File: src/rtl/mem_access_unit_pkg.sv
`default_nettype none
// ============================================================================
// Module      : mem_access_unit_pkg
// Description : Shared types for the MEM-stage data-memory access engine.
//               Contents:
//                 - mem_op_enum        : access size and signedness.
//                 - mem_fsm_state_enum : states of the access sequencer.
//                 - MEM_BYTES()        : bytes moved by each access size.
// Revision    : 1.0 - initial release
// ============================================================================
package mem_access_unit_pkg;

    localparam int c_BUS_BYTES = 8;

    typedef enum logic [2:0] {
        MEM_NO = 3'd0,
        MEM_B  = 3'd1,
        MEM_H  = 3'd2,
        MEM_W  = 3'd3,
        MEM_D  = 3'd4,
        MEM_UB = 3'd5,
        MEM_UH = 3'd6,
        MEM_UW = 3'd7
    } mem_op_enum;

    typedef enum logic [1:0] {
        MS_IDLE = 2'd0,
        MS_REQ  = 2'd1,
        MS_WAIT = 2'd2,
        MS_DONE = 2'd3
    } mem_fsm_state_enum;

    // Number of bytes moved by an access; MEM_NO moves nothing.
    function automatic logic [3:0] MEM_BYTES(input mem_op_enum op);
        case (op)
            MEM_B, MEM_UB: MEM_BYTES = 4'd1;
            MEM_H, MEM_UH: MEM_BYTES = 4'd2;
            MEM_W, MEM_UW: MEM_BYTES = 4'd4;
            MEM_D:         MEM_BYTES = 4'd8;
            default:       MEM_BYTES = 4'd0;
        endcase
    endfunction

endpackage
`default_nettype wire

File: src/rtl/mem_access_unit_align.sv
`default_nettype none
// ============================================================================
// Module      : mem_data_align
// Description : Combinational byte-lane steering for a 64-bit data bus.
//   Ports:
//     st_op_i, st_off_i, st_wdata_i : incoming access (store/check path)
//     st_mask_o, st_data_o          : byte mask and lane-shifted store data
//     misaligned_o                  : incoming access not naturally aligned
//     ld_op_i, ld_off_i, ld_data_i  : registered access + raw bus response
//     ld_data_o                     : extracted, sign/zero-extended load data
// Revision    : 1.0 - initial release
// ============================================================================
module mem_data_align
    import mem_access_unit_pkg::*;
(
    input  mem_op_enum  st_op_i,
    input  logic [2:0]  st_off_i,
    input  logic [63:0] st_wdata_i,
    output logic [7:0]  st_mask_o,
    output logic [63:0] st_data_o,
    output logic        misaligned_o,
    input  mem_op_enum  ld_op_i,
    input  logic [2:0]  ld_off_i,
    input  logic [63:0] ld_data_i,
    output logic [63:0] ld_data_o
);

    logic [7:0]  w_lanes;
    logic [63:0] w_raw;

    always_comb begin
        case (MEM_BYTES(st_op_i))
            4'd1:    w_lanes = 8'h01;
            4'd2:    w_lanes = 8'h03;
            4'd4:    w_lanes = 8'h0F;
            4'd8:    w_lanes = 8'hFF;
            default: w_lanes = 8'h00;
        endcase
        // Only aligned accesses are issued, so the shifted mask never
        // spills past lane 7.
        st_mask_o = w_lanes << st_off_i;
        st_data_o = st_wdata_i << {st_off_i, 3'b000};
    end

    always_comb begin
        case (st_op_i)
            MEM_H, MEM_UH: misaligned_o = st_off_i[0];
            MEM_W, MEM_UW: misaligned_o = (st_off_i[1:0] != 2'b00);
            MEM_D:         misaligned_o = (st_off_i != 3'b000);
            default:       misaligned_o = 1'b0;
        endcase
    end

    always_comb begin
        w_raw = ld_data_i >> {ld_off_i, 3'b000};
        case (ld_op_i)
            MEM_B:   ld_data_o = {{56{w_raw[7]}},  w_raw[7:0]};
            MEM_H:   ld_data_o = {{48{w_raw[15]}}, w_raw[15:0]};
            MEM_W:   ld_data_o = {{32{w_raw[31]}}, w_raw[31:0]};
            MEM_UB:  ld_data_o = {56'd0, w_raw[7:0]};
            MEM_UH:  ld_data_o = {48'd0, w_raw[15:0]};
            MEM_UW:  ld_data_o = {32'd0, w_raw[31:0]};
            MEM_D:   ld_data_o = w_raw;
            default: ld_data_o = 64'd0;
        endcase
    end

endmodule
`default_nettype wire

File: src/rtl/mem_access_unit.sv
`default_nettype none
// ============================================================================
// Module      : mem_access_unit
// Description : MEM-stage data-memory access engine. Issues one byte-masked,
//               doubleword-aligned bus request per load/store, waits for the
//               response, returns extended load data and stalls the pipeline
//               until the access completes. Misaligned accesses are flagged
//               and never issued.
//   Ports:
//     clk, rst                         : clock, synchronous active-high reset
//     req_valid_i/we_i/mem_op_i/addr_i/wdata_i : access from the MEM stage
//     stall_o, done_o, rdata_o, misaligned_o   : pipeline-side results
//     mem_req_valid_o/mem_req_ready_i          : bus request handshake
//     mem_addr_o, mem_we_o, mem_wdata_o, mem_wmask_o : bus request fields
//     mem_resp_valid_i, mem_resp_data_i        : bus response / store ack
// Revision    : 1.0 - initial release
// ============================================================================
module mem_access_unit
    import mem_access_unit_pkg::*;
#(
    parameter int ADDR_WIDTH = 64,
    parameter int DATA_WIDTH = 64
) (
    input  logic                  clk,
    input  logic                  rst,
    input  logic                  req_valid_i,
    input  logic                  req_we_i,
    input  mem_op_enum            req_mem_op_i,
    input  logic [ADDR_WIDTH-1:0] req_addr_i,
    input  logic [DATA_WIDTH-1:0] req_wdata_i,
    output logic                  stall_o,
    output logic                  done_o,
    output logic [DATA_WIDTH-1:0] rdata_o,
    output logic                  misaligned_o,
    output logic                  mem_req_valid_o,
    input  logic                  mem_req_ready_i,
    output logic [ADDR_WIDTH-1:0] mem_addr_o,
    output logic                  mem_we_o,
    output logic [DATA_WIDTH-1:0] mem_wdata_o,
    output logic [7:0]            mem_wmask_o,
    input  logic                  mem_resp_valid_i,
    input  logic [DATA_WIDTH-1:0] mem_resp_data_i
);

    mem_fsm_state_enum     state_q, state_d;
    logic [ADDR_WIDTH-1:0] addr_q;
    logic                  we_q;
    mem_op_enum            op_q;
    logic [2:0]            off_q;
    logic [DATA_WIDTH-1:0] wdata_q;
    logic [7:0]            wmask_q;
    logic [DATA_WIDTH-1:0] rdata_q;

    logic                  w_accept;
    logic                  w_misal;
    logic [7:0]            w_st_mask;
    logic [DATA_WIDTH-1:0] w_st_data;
    logic [DATA_WIDTH-1:0] w_ld_data;

    mem_data_align u_align (
        .st_op_i      (req_mem_op_i),
        .st_off_i     (req_addr_i[2:0]),
        .st_wdata_i   (req_wdata_i),
        .st_mask_o    (w_st_mask),
        .st_data_o    (w_st_data),
        .misaligned_o (w_misal),
        .ld_op_i      (op_q),
        .ld_off_i     (off_q),
        .ld_data_i    (mem_resp_data_i),
        .ld_data_o    (w_ld_data)
    );

    always_comb begin
        state_d         = state_q;
        stall_o         = 1'b0;
        done_o          = 1'b0;
        misaligned_o    = 1'b0;
        mem_req_valid_o = 1'b0;
        w_accept        = 1'b0;
        case (state_q)
            MS_IDLE: begin
                if (req_valid_i) begin
                    if (req_mem_op_i == MEM_NO) begin
                        // Non-memory instruction: completes without the bus.
                        done_o = 1'b1;
                    end else if (w_misal) begin
                        misaligned_o = 1'b1;
                    end else begin
                        w_accept = 1'b1;
                        stall_o  = 1'b1;
                        state_d  = MS_REQ;
                    end
                end
            end
            MS_REQ: begin
                mem_req_valid_o = 1'b1;
                stall_o         = req_valid_i;
                if (mem_req_ready_i) begin
                    state_d = MS_WAIT;
                end
            end
            MS_WAIT: begin
                stall_o = req_valid_i;
                if (mem_resp_valid_i) begin
                    state_d = MS_DONE;
                end
            end
            MS_DONE: begin
                // Pipeline advances on this edge; the next access is only
                // looked at once we are back in IDLE.
                done_o  = 1'b1;
                state_d = MS_IDLE;
            end
            default: state_d = MS_IDLE;
        endcase
    end

    always_ff @(posedge clk) begin
        if (rst) begin
            state_q <= MS_IDLE;
            addr_q  <= '0;
            we_q    <= 1'b0;
            op_q    <= MEM_NO;
            off_q   <= 3'd0;
            wdata_q <= '0;
            wmask_q <= 8'd0;
            rdata_q <= '0;
        end else begin
            state_q <= state_d;
            if (w_accept) begin
                addr_q  <= {req_addr_i[ADDR_WIDTH-1:3], 3'b000};
                we_q    <= req_we_i;
                op_q    <= req_mem_op_i;
                off_q   <= req_addr_i[2:0];
                wdata_q <= req_we_i ? w_st_data : '0;
                wmask_q <= req_we_i ? w_st_mask : 8'd0;
            end
            // Store acks carry no data; rdata keeps the last load result.
            if (state_q == MS_WAIT && mem_resp_valid_i && !we_q) begin
                rdata_q <= w_ld_data;
            end
        end
    end

    assign mem_addr_o  = addr_q;
    assign mem_we_o    = we_q;
    assign mem_wdata_o = wdata_q;
    assign mem_wmask_o = wmask_q;
    assign rdata_o     = rdata_q;

endmodule
`default_nettype wire

File: config.mk
export PLATFORM = sky130hd
export DESIGN_NAME = mem_access_unit
export DESIGN_NICKNAME = d
export VERILOG_FILES = /design/src/rtl/mem_access_unit_pkg.sv /design/src/rtl/mem_access_unit_align.sv /design/src/rtl/mem_access_unit.sv
export SDC_FILE = /design/constraint.sdc
export NUM_CORES = 1
export LEC_CHECK = 0
export CAP_MARGIN = 25
export CORE_MARGIN = 8
export CORE_UTILIZATION = 46
export DETAILED_ROUTE_END_ITERATION = 10
export HOLD_SLACK_MARGIN = 0.08
export PLACE_DENSITY_LB_ADDON = 0.15
export SLEW_MARGIN = 20
export SYNTH_ARGS = -nofsm -noshare
export SYNTH_HDL_FRONTEND = slang
export SYNTH_SLANG_ARGS = --single-unit
export TNS_END_PERCENT = 10
File: constraint.sdc
create_clock -name clk -period 2.3 [get_ports clk]
set_input_delay 0.345 -clock clk [delete_from_list [all_inputs] [get_ports clk]]
set_output_delay 0.345 -clock clk [all_outputs]
set_load 0.03 [all_outputs]
---- Word-level counts from Yosys, hierarchy flattened ----
Index checks and enable logic that the tools add are counted.
storage, ports and cells
  input port bits ......................... 201
  output and inout bits ................... 205
  flip-flop bits (word level) ............. 206
  logic and storage cells ................. 74
cells by class
  equality and inequality tests ........... 26
  shift operators ......................... 3
  reductions and logical operators ........ 12
  multiplexer cells ....................... 25
operators by type and width
  operator                                             count
  one-hot mux 64 bit (7 select lines)                  1
  2-to-1 mux 64 bit                                    1
  left shift 64 x 6 -> 64 bit                          1
  >> shifter 64 x 6 -> 64 bit                          1
  one-hot mux 8 bit (4 select lines)                   1
  equality test 3 bit, second input constant           8
  one-hot mux 4 bit (4 select lines)                   1
  equality test 3 x 2 -> 1 bit, second input constant  4
  2-to-1 mux 1 bit                                     11
  2-to-1 mux 2 bit                                     5
  != test 2 bit, second input constant                 5
  2-to-1 mux 8 bit                                     1
  one-hot mux 2 bit (4 select lines)                   1
  OR reduction 2 bit                                   4
  left shift 8 x 3 -> 8 bit                            1
  equality test 3 x 1 -> 1 bit, second input constant  2
  AND reduction 5 bit                                  1
  equality test 2 bit, second input constant           2
  equality test 4 x 1 -> 1 bit, second input constant  1
  equality test 4 x 2 -> 1 bit, second input constant  1
  equality test 4 x 3 -> 1 bit, second input constant  1
  equality test 4 bit, second input constant           1
  one-hot mux 1 bit (2 select lines)                   2
  zero test 3 bit                                      1
  7 further kinds                                      8

---- Logic depth before layout (Yosys ltp) ----
Gate-level depths: netlist of the first run.
  depth after elaboration ................. 7
  mapped depth ............................ 10
  depth with buffers taken out ............ 7

---- Modules after synthesis ----
Synthesis of the first run repeated with hierarchy kept, for this count alone.
second synthesis, totals
  cells, all modules ...................... 1,551
  area, all modules ....................... 12,146.6 µm²
modules (own cells, without submodules)
  module           cells an instance  area each (µm²)  instances  seq. area each (µm²)
  mem_access_unit  959                7,881.3          1          4,124.0
  mem_data_align   592                4,265.3          1          0.0

---- Worst setup path before layout of the first run ----
No wires, ideal clock.
  path type ............................... input to output
  from .................................... input port req_mem_op_i[0]
  to ...................................... output port stall_o
  arrival time ............................ 1.908 ns
  path slack .............................. 0.047 ns
  data required time ...................... 1.955 ns
  stages .................................. 8
  path through ............................ inv_1 -> ha_1 -> a22oi_1 -> o21bai_1 -> a21o_1 -> buf_2 -> buf_2 -> a21oi_1
on the way
  word-level cells in the longest chain between the ends .. 7
ends and longest elaborated chain
  item                                                                 line                         source
  start, declared                                                      mem_access_unit.sv:28        input mem_op_enum req_mem_op_i,
  equality test 3 x 2 -> 1 bit or equality test 3 bit (tied branches)  mem_access_unit_align.sv:46  case (st_op_i)
  OR reduction 2 bit                                                   mem_access_unit_align.sv:46
  one-hot mux 1 bit (3 select lines)                                   mem_access_unit_align.sv:46
  2-to-1 mux 1 bit                                                     mem_access_unit.sv:86        end else if (w_misal) begin
  2-to-1 mux 1 bit (*)                                                 mem_access_unit.sv:83        if (req_mem_op_i == MEM_NO) begin
  2-to-1 mux 1 bit (*)                                                 mem_access_unit.sv:82        if (req_valid_i) begin
  one-hot mux 1 bit (2 select lines) (*)                               mem_access_unit.sv:80        case (state_q)
  end, declared                                                        mem_access_unit.sv:31        output logic stall_o,
Every way passes the cells marked *; elsewhere a longest branch is shown, timed or not.

---- Final worst setup path of the first run ----
  from .................................... input port req_mem_op_i[0]
  to ...................................... output port misaligned_o
on the way
  word-level cells in the longest chain between the ends .. 7
ends and longest elaborated chain
  item                                                                 line                         source
  equality test 3 x 2 -> 1 bit or equality test 3 bit (tied branches)  mem_access_unit_align.sv:46
  OR reduction 2 bit                                                   mem_access_unit_align.sv:46
  one-hot mux 1 bit (3 select lines)                                   mem_access_unit_align.sv:46
  2-to-1 mux 1 bit                                                     mem_access_unit.sv:86
  2-to-1 mux 1 bit (*)                                                 mem_access_unit.sv:83
  2-to-1 mux 1 bit (*)                                                 mem_access_unit.sv:82
  2-to-1 mux 1 bit (*)                                                 mem_access_unit.sv:80
  end, declared                                                        mem_access_unit.sv:34        output logic misaligned_o,
Marked as above.

==> results of run 1 <==
-- flip-flops by register name, indices dropped and copies added, names as in the netlist --
register	count
mem_addr_o	61
rdata_o	64
mem_we_o	1
mem_wmask_o	8
state_q	2
off_q	3
mem_wdata_o	64
op_q	3
-- area by class of cell --
type / count / area [um2] / area share (%)
Clock buffer: 34 / 688 / 3.98
Clock inverter: 10 / 161 / 0.932
Inverter: 9 / 33.8 / 0.195
Multi-Input combinational cell: 985 / 6960 / 40.2
Sequential cell: 206 / 4130 / 23.9
Tap cell: 330 / 413 / 2.39
Timing Repair Buffer: 495 / 4920 / 28.4
-- routing by layer --
layer,track usage [%],routed length (um)
met2,46.8,21600
met1,31.8,17300
met3,7.58,4040
met4,9.25,1470
met5,0,0
-- kinds of logic (layout without fill, tap and decap cells) --
kind of cell	after synthesis	count (layout)
simple gates	420	420
compound gates	404	404
flops	206	206
mux	149	149
buf+inv	136	548
fa+ha+maj	9	9
other cells	1	3
-- per-stage QoR --
stage / utilization [%] / hold WS (ps)
finish: 69.1 / 195
global route: 69.1 / 190
CTS: 69.1 / 183
detailed placement: 65.5 / 442
global placement: 65.5 / 439
floorplan: - / 481
-- critical path, delay by kind of cell --
| family | cells | cell delay (ps) |
|---|---|---|
| compound gates | 2 | 270 |
| fa+ha+maj | 1 | 180 |
| buf+inv | 5 | 910 |
| simple gates | 2 | 180 |
-- layout by cell type, fill, tap and decap left out, types with 8 or more instances in the layout --
cell type / count
a21boi_0: 44
clkbuf_16: 24
o31ai_1: 10
a211oi_1: 19
o22ai_1: 8
o21ai_0: 21
mux2i_1: 72
buf_12: 17
buf_4: 79
a21o_1: 9
mux2_2: 40
nand3_1: 35
a221oi_2: 32
nor2b_1: 28
nand2b_1: 8
a21oi_1: 166
mux4_2: 36
o2bb2ai_1: 24
dfxtp_1: 204
nor2_1: 27
clkdlybuf4s50_1: 393
nand2_1: 288
o211ai_1: 9
a22o_1: 17
-- path summary, 6_finish.rpt --
kind,startpoint,end,slack [ps],depth (start not counted)
max reg2reg,off_q[1]$_SDFFE_PP0P_,rdata_o[19]$_SDFFE_PP0P_,150,6
min,req_addr_i[0],off_q[0]$_SDFFE_PP0P_,200,3
min reg2reg,mem_wdata_o[23]$_SDFFE_PP0P_,mem_wdata_o[23]$_SDFFE_PP0P_,450,2
max,req_mem_op_i[0],misaligned_o,50,10
-- power by group through the flow --
stage,sequential [W],combinational [W],clock [W]
final,0.00403,0.00439,0.00409
after floorplan,0.00450,0.00207,0
after global placement,0.00409,0.00428,0
after global routing,0.00407,0.00466,0.00430
after detailed placement,0.00410,0.00431,0
after CTS,0.00403,0.00436,0.00416
-- repair_timing --
| item | CTS | global route |
|---|---|---|
| gates resized for setup | 11 | 5 |
| pin swaps | 1 | 1 |
| endpoints found under the setup margin | 2 | 10 |
==> impl_metrics.toml, run 1 <==
[timing]
fmaxAchievable_mhz = 445
slew_violations = 0
min_period_ps = 2250
worst_slack_ps = 54.0
slew-limit-headroom_pct = 54.4
rsz0062_at_grt = "yes"
worst_slew_pin_slew_ps = 681
tns_ps = 0
finalHoldViolations = 0
setup_viol = 0
fin_skew_ps = 8.05
finalCritPeriodShare_pct = 97.7

[pwr]
sequentialPowerShare_pct = 32.2
intPower_w = 0.00829
p_per_area_nw_per_um2 = 723
power_w = 0.0125
ir_drop_uv = 642
power.switching_w = 0.00423
combPwrFrac_pct = 35.1
netSwitchingFraction_pct = 33.8
p_leak_nw = 6.12
p_clk_share_pct = 32.7

[cts]
cts_setup_buffers = 0
cts-buffers-inserted = 24
htreeDepth = 1
clk_path_buf_depth = 3
cts.sinks = 206
cts_tree = "done"
cts_root_buffer = "clkbuf_16"
postCtsHoldBufs = 0
clk_latency_ps = 520
clkTransAtPathRegs_ps = 60

[place]
port_buffers = 402
post_dp_cell_area_um2 = 16400
place_congestion = 1.00
dp_slack_ps = -310
dp_cells = 2025
dp_hpwl_um = 33500

[yosys]
yosysTopAreaCell = "dfxtp_1"
yosysWarnings = 0
muxShareOfSynthArea_pct = 17.1
synth_top_family_by_area = "compound AO/OA/AOI/OAI gates"
synth_top_area_share_pct = 35.4
synth_most_common_cell = "nand2_1"
syn_avg_cell_area_um2 = 8.80
synth.area.top_cells = "dfxtp_1, nand2_1, a21oi_1"
yosys.area_share.simple_pct = 16.0
ys_ff_latch = 206
synth-adder-area-share_pct = 0.966
ys_types = 64
ys_seq_area_share_pct = 35.4
ys_async_sr_fraction_pct = 0
synth_xor_area_share_pct = 0
synth-compound-area-share_pct = 24.9
yosys-top-cells-count = "nand2_1, dfxtp_1, a21oi_1, mux2i_1, clkbuf_1"
synth-edff-count = 0
netlist_area_um2 = 11700
synth_ff_type = "dfxtp_1"
netlist_instances = 1325

[layout]
instances_no_fill = 2069
drive_gt1_share_pct = 15.8
nFillCells = 2013
stdcell_area_um2 = 17300
diodes = 0
layout.nets = 1931
areaGrowthSynthToFinish_pct = 48.5

[die]
num_io_pins = 406
coreArea_um2 = 25000
die_area_um2 = 30700
num_rows = 58
dieHeight_um = 175
initial_core_util_pct = 46.6
fp.dieW_um = 175

[global_route]
antenna_found_initial = 0
grt_start_max_net_pins = 69
grt_pass1_wl_um = 67300
grt_pass1_vias = 11700
grt_overflow_total = 0
grtUsageTotal_pct = 27.1

[critical_path]
worstPathArrival_ps = 1900
critPathCaptureType = "primary output"
crit_chain = "dlygate4sd2_1 -> inv_2 -> ha_4 -> a22oi_1 -> o21bai_1 -> buf_4 -> buf_4 -> nand2_1 -> nor2_1 -> buf_4"
crit_top_cell = "buf_4"
cpPeakStageDelay_ps = 310
slowest_stage = "dlygate4sd2_1"
path_class = "primary input to primary output"
required_ps = 1960
critPathLaunchType = "primary input"
path_max_fanout = 5

[routing]
vias_per_cell = 5.77
drc = 0
postRouteWirelength_um = 44400
vias = 11900
antenna_left = 0
firstDrtPassIters = 6
wl_per_cell_um = 21.4
drtIter0Drc = 962

[status]
status = "completed"

[run]
maxCapViolCount = 0

[min_path]
hold_class = "primary input to flip-flop"
No activity file was read; power rests on OpenSTA's default activity.
==> run 2: changes to the inputs <==
ABC_AREA = 0   (was unset)
CORE_MARGIN = 1   (was 8)
==> run 2 against run 1 <==
Clock skew up 4.0 ps. Final area shrank 0.59%. Routed wire length is 5.3% lower. Power decreased by 0.79%. Fmax grew 3.9%.
==> impl_metrics.toml, run 2 (same netlist as run 1, synthesis figures left out) <==
[global_route]
grt_pass1_vias = 11400
grt_start_max_net_pins = 99
grt_pass1_wl_um = 64700
grt_overflow_total = 0
grtUsageTotal_pct = 31.6
antenna_found_initial = 3

[die]
die_area_um2 = 26000
fp.dieW_um = 161
num_rows = 57
dieHeight_um = 161
initial_core_util_pct = 47.4
coreArea_um2 = 24600
num_io_pins = 406

[routing]
drc = 0
vias = 11800
wl_per_cell_um = 20.4
antenna_left = 0
vias_per_cell = 5.75
drtIter0Drc = 1004
postRouteWirelength_um = 42000
firstDrtPassIters = 5

[cts]
cts_setup_buffers = 0
clk_path_buf_depth = 3
postCtsHoldBufs = 0
cts.sinks = 206
cts-buffers-inserted = 24
clkTransAtPathRegs_ps = 70
cts_tree = "done"
htreeDepth = 1
cts_root_buffer = "clkbuf_16"
clk_latency_ps = 520

[place]
port_buffers = 402
dp_cells = 2009
dp_hpwl_um = 31400
place_congestion = 0.967

[critical_path]
path_max_fanout = 4
slowest_stage = "clkdlybuf4s50_1"
worstPathArrival_ps = 1820
path_class = "flip-flop to primary output"
startpoint = "state_q[1]$_SDFFE_PP0P_"
crit_chain = "inv_1 -> ha_1 -> clkdlybuf4s50_1"
cp_top_family = "buffers and inverters"
cpPeakStageDelay_ps = 700
timing.rr.start = "off_q[0]$_SDFFE_PP0P_"
ff2ff_path_depth = 6
rrSetupSlack_ps = 180
critPathLaunchType = "flip-flop"
critPathCaptureType = "primary output"
timing.rr.end = "rdata_o[62]$_SDFFE_PP0P_"
required_ps = 1960
cp_num_buf_inv = 2

[layout]
areaGrowthSynthToFinish_pct = 47.6
layout_commonest_cell = "clkdlybuf4s50_1"
instances_no_fill = 2056
layout.nets = 1921
final_cell_mix = "clkdlybuf4s50_1, nand2_1, dfxtp_1"
drive_gt1_share_pct = 15.3

[pwr]
p_leak_nw = 6.06
p_per_area_nw_per_um2 = 721
ir_drop_uv = 740

[timing]
fmaxAchievable_mhz = 462
min_period_ps = 2160
finalCritPeriodShare_pct = 94.0
tns_ps = 0
slew_violations = 0
fin_skew_ps = 12.1
slew-limit-headroom_pct = 54.9
finalHoldViolations = 0
worst_slew_pin_slew_ps = 670
setup_viol = 0
rsz0062_at_grt = "no"

[min_path]
min_to = "mem_addr_o[8]$_SDFFE_PP0P_"
hold_start = "rst"
hold_class = "primary input to flip-flop"
worstHoldPathCells = 2

[run]
maxCapViolCount = 0

[status]
status = "completed"
-- run 2: area by class of cell --
cell class / count / area, um2
diodes: 3 / 7.51
clock inverters: 11 / 148
clock buffers: 33 / 706
well taps: 324 / 405
fillers: 2000 / 7400
flip-flops and latches: 206 / 4130
inverters: 9 / 33.8
repair buffers: 485 / 4830
multi-input cells: 985 / 6950
-- run 2: what timing repair did --
item	4_1_cts	5_1_grt
pin swaps	1	1
resized for setup	8	6
endpoints found under the setup margin	2	3
-- run 2: metal layers --
layer / GRT usage, % / routed length (um)
met1: 41.0 / 17000
met5: 0 / 0
met2: 51.8 / 19700
met4: 10.6 / 1340
met3: 6.99 / 4000
-- run 2: worst register-to-register path, stage by stage, from the launching register on --
cell and delay [ps]:
dfxtp_4 540, nor2_1 180, a221oi_1 410, nor3_1 140
nor3_4 280, buf_12 270, a221oi_1 140
-- run 2: worst max-delay path by stage --
| stage | slack (ps) | cells past startpoint | end |
|---|---|---|---|
| 2_1_floorplan | 50 | 8 | stall_o |
| 3_3_place_gp | -300 | 9 | mem_addr_o[39]$_SDFFE_PP0P_ |
| 3_5_place_dp | -390 | 9 | mem_addr_o[13]$_SDFFE_PP0P_ |
| 4_1_cts | 0.4 | 8 | stall_o |
| 5_1_grt | 30 | 6 | stall_o |
| 6_report | 140 | 3 | mem_req_valid_o |
-- run 2: power breakdown --
group | internal [W] | switching [W] | total (W)
sequential | 0.00384 | 0.000204 | 0.00404
clock | 0.00250 | 0.00158 | 0.00408
combinational | 0.00185 | 0.00245 | 0.00429
total | 0.00818 | 0.00423 | 0.0124
-- run 2: per-stage QoR --
step	power (W)	util, %	instance area, um2	hold WS [ps]	worst slack (ps)
floorplan	0.00657	-	11700	481	47.4
global placement	0.00828	66.2	16300	437	-297
detailed placement	0.00832	66.2	16300	444	-394
CTS	0.0124	69.8	17200	156	0.384
global route	0.0129	69.9	17200	175	33.7
finish	0.0124	69.9	17200	161	138
==> run 3: changes to the inputs <==
ABC_CLOCK_PERIOD_IN_PS = 2300   (was unset)
PLACE_DENSITY_LB_ADDON = 0.2   (was 0.15)
==> run 3 against run 2 <==
Hold slack improved by 20 ps. Routed wire length rose by 3.5%. Via count up 2.5%. Critical path depth is 3 higher. Critical path type unchanged. Clock skew is essentially flat. Register-to-register slack about the same.
==> impl_metrics.toml, run 3 (same netlist as run 1, synthesis figures left out) <==
[cts]
cts-buffers-inserted = 23
htreeDepth = 1
postCtsHoldBufs = 0
cts.sinks = 206
cts_tree = "done"
cts_root_buffer = "clkbuf_16"
clk_latency_ps = 510
clk_path_buf_depth = 3
clkTransAtPathRegs_ps = 70

[place]
dp_cells = 2008
dp_hpwl_um = 32300
port_buffers = 402
place_congestion = 0.966

[routing]
postRouteWirelength_um = 43500
drtIter0Drc = 1203
drc = 0
vias_per_cell = 5.89
wl_per_cell_um = 21.2
vias = 12100
antenna_left = 0
firstDrtPassIters = 5

[min_path]
hold_class = "primary input to flip-flop"

[timing]
tns_ps = 0
slew-limit-headroom_pct = 52.7
fin_skew_ps = 11.9
fmaxAchievable_mhz = 459
min_period_ps = 2180
setup_viol = 0
hold_slack_ps = 181
finalCritPeriodShare_pct = 94.7
worst_slew_pin_slew_ps = 704
slew_violations = 0
rsz0062_at_grt = "no"
finalHoldViolations = 0

[layout]
nFillCells = 1944
drive_gt1_share_pct = 15.2
instances_no_fill = 2055
final_cell_mix = "clkdlybuf4s50_1, nand2_1, dfxtp_1"
regArea_um2 = 4130
layout_commonest_cell = "clkdlybuf4s50_1"
areaGrowthSynthToFinish_pct = 47.6
multiInputGateArea_um2 = 6950
layout.nets = 1922

[global_route]
grt_pass1_vias = 11700
grt_pass1_wl_um = 67100
grtUsageTotal_pct = 32.7
grt_overflow_total = 0
grt_start_max_net_pins = 70
antenna_found_initial = 2

[critical_path]
worstPathArrival_ps = 1830
cpPeakStageDelay_ps = 340
critPathCaptureType = "primary output"
slowest_stage = "dfxtp_1"
path_max_fanout = 4
crit_chain = "inv_1 -> ha_2 -> nand3_2 -> a21o_4 -> a21oi_1 -> buf_4"
required_ps = 1960
rrSetupSlack_ps = 170
path_class = "flip-flop to primary output"
critPathLaunchType = "flip-flop"

[status]
status = "completed"

[die]
die_area_um2 = 26000
initial_core_util_pct = 47.4
fp.dieW_um = 161
dieHeight_um = 161
coreArea_um2 = 24600
num_rows = 57
num_io_pins = 406

[pwr]
p_leak_nw = 6.07
ir_drop_uv = 669
p_per_area_nw_per_um2 = 722

[run]
maxCapViolCount = 0
run 3: routing by layer:
layer	share of wire [%]	wire [um]	global-route usage (%)
met5	0	0	0
met2	47	20600	54.3
met1	39	17100	41.2
met3	8.9	3880	6.45
met4	4.4	1920	14.0
run 3: worst paths after layout:
check                                 from                  endpoint  depth (start not counted)
setup / recovery   state_q[0]$_SDFFE_PP0P_                   stall_o                          6
hold / removal               req_addr_i[0]     off_q[0]$_SDFFE_PP0P_                          3
setup reg to reg     off_q[2]$_SDFFE_PP0P_  rdata_o[62]$_SDFFE_PP0P_                          7
hold reg to reg   rdata_o[18]$_SDFFE_PP0P_  rdata_o[18]$_SDFFE_PP0P_                          2
run 3: critical path, delay by kind of cell, from the launching register on:
family,cells,cell delay [ps]
AO/OA/AOI/OAI,2,340
adder cells (fa/ha/maj),1,220
buffers and inverters,2,280
flip-flops,1,340
AND/OR/NAND/NOR,1,140
run 3: report_power, final:
| part | switching (W) | leakage (nW) | internal [W] |
|---|---|---|---|
| clock | 0.00158 | 0.402 | 0.00249 |
| combinational | 0.00248 | 3.99 | 0.00185 |
| sequential | 0.000196 | 1.67 | 0.00383 |
| total | 0.00426 | 6.07 | 0.00818 |
run 3: cell type report:
class,instances,share of cell area [%]
inverters,9,0.196
flip-flops and latches,206,24.0
clock buffers,28,3.57
repair buffers,487,28.2
multi-input cells,985,40.4
diodes,3,0.0436
clock inverters,13,1.24
well taps,324,2.36
run 3: stage by stage:
stage	power (W)	util, %	cell area, um2	setup slack, ps
detailed placement	0.00835	66.3	16300	-246
CTS	0.0124	69.9	17200	22.3
finish	0.0124	70.0	17200	123
global placement	0.00829	66.3	16300	-153
floorplan	0.00657	-	11700	47.4
global route	0.0129	69.9	17200	19.8
run 3: what timing repair did:
action                     in CTS  in global routing
gates resized for setup         7                  4
setup endpoints to repair       2                  5
pin swaps                       4                  1
setup buffers                   3                  0
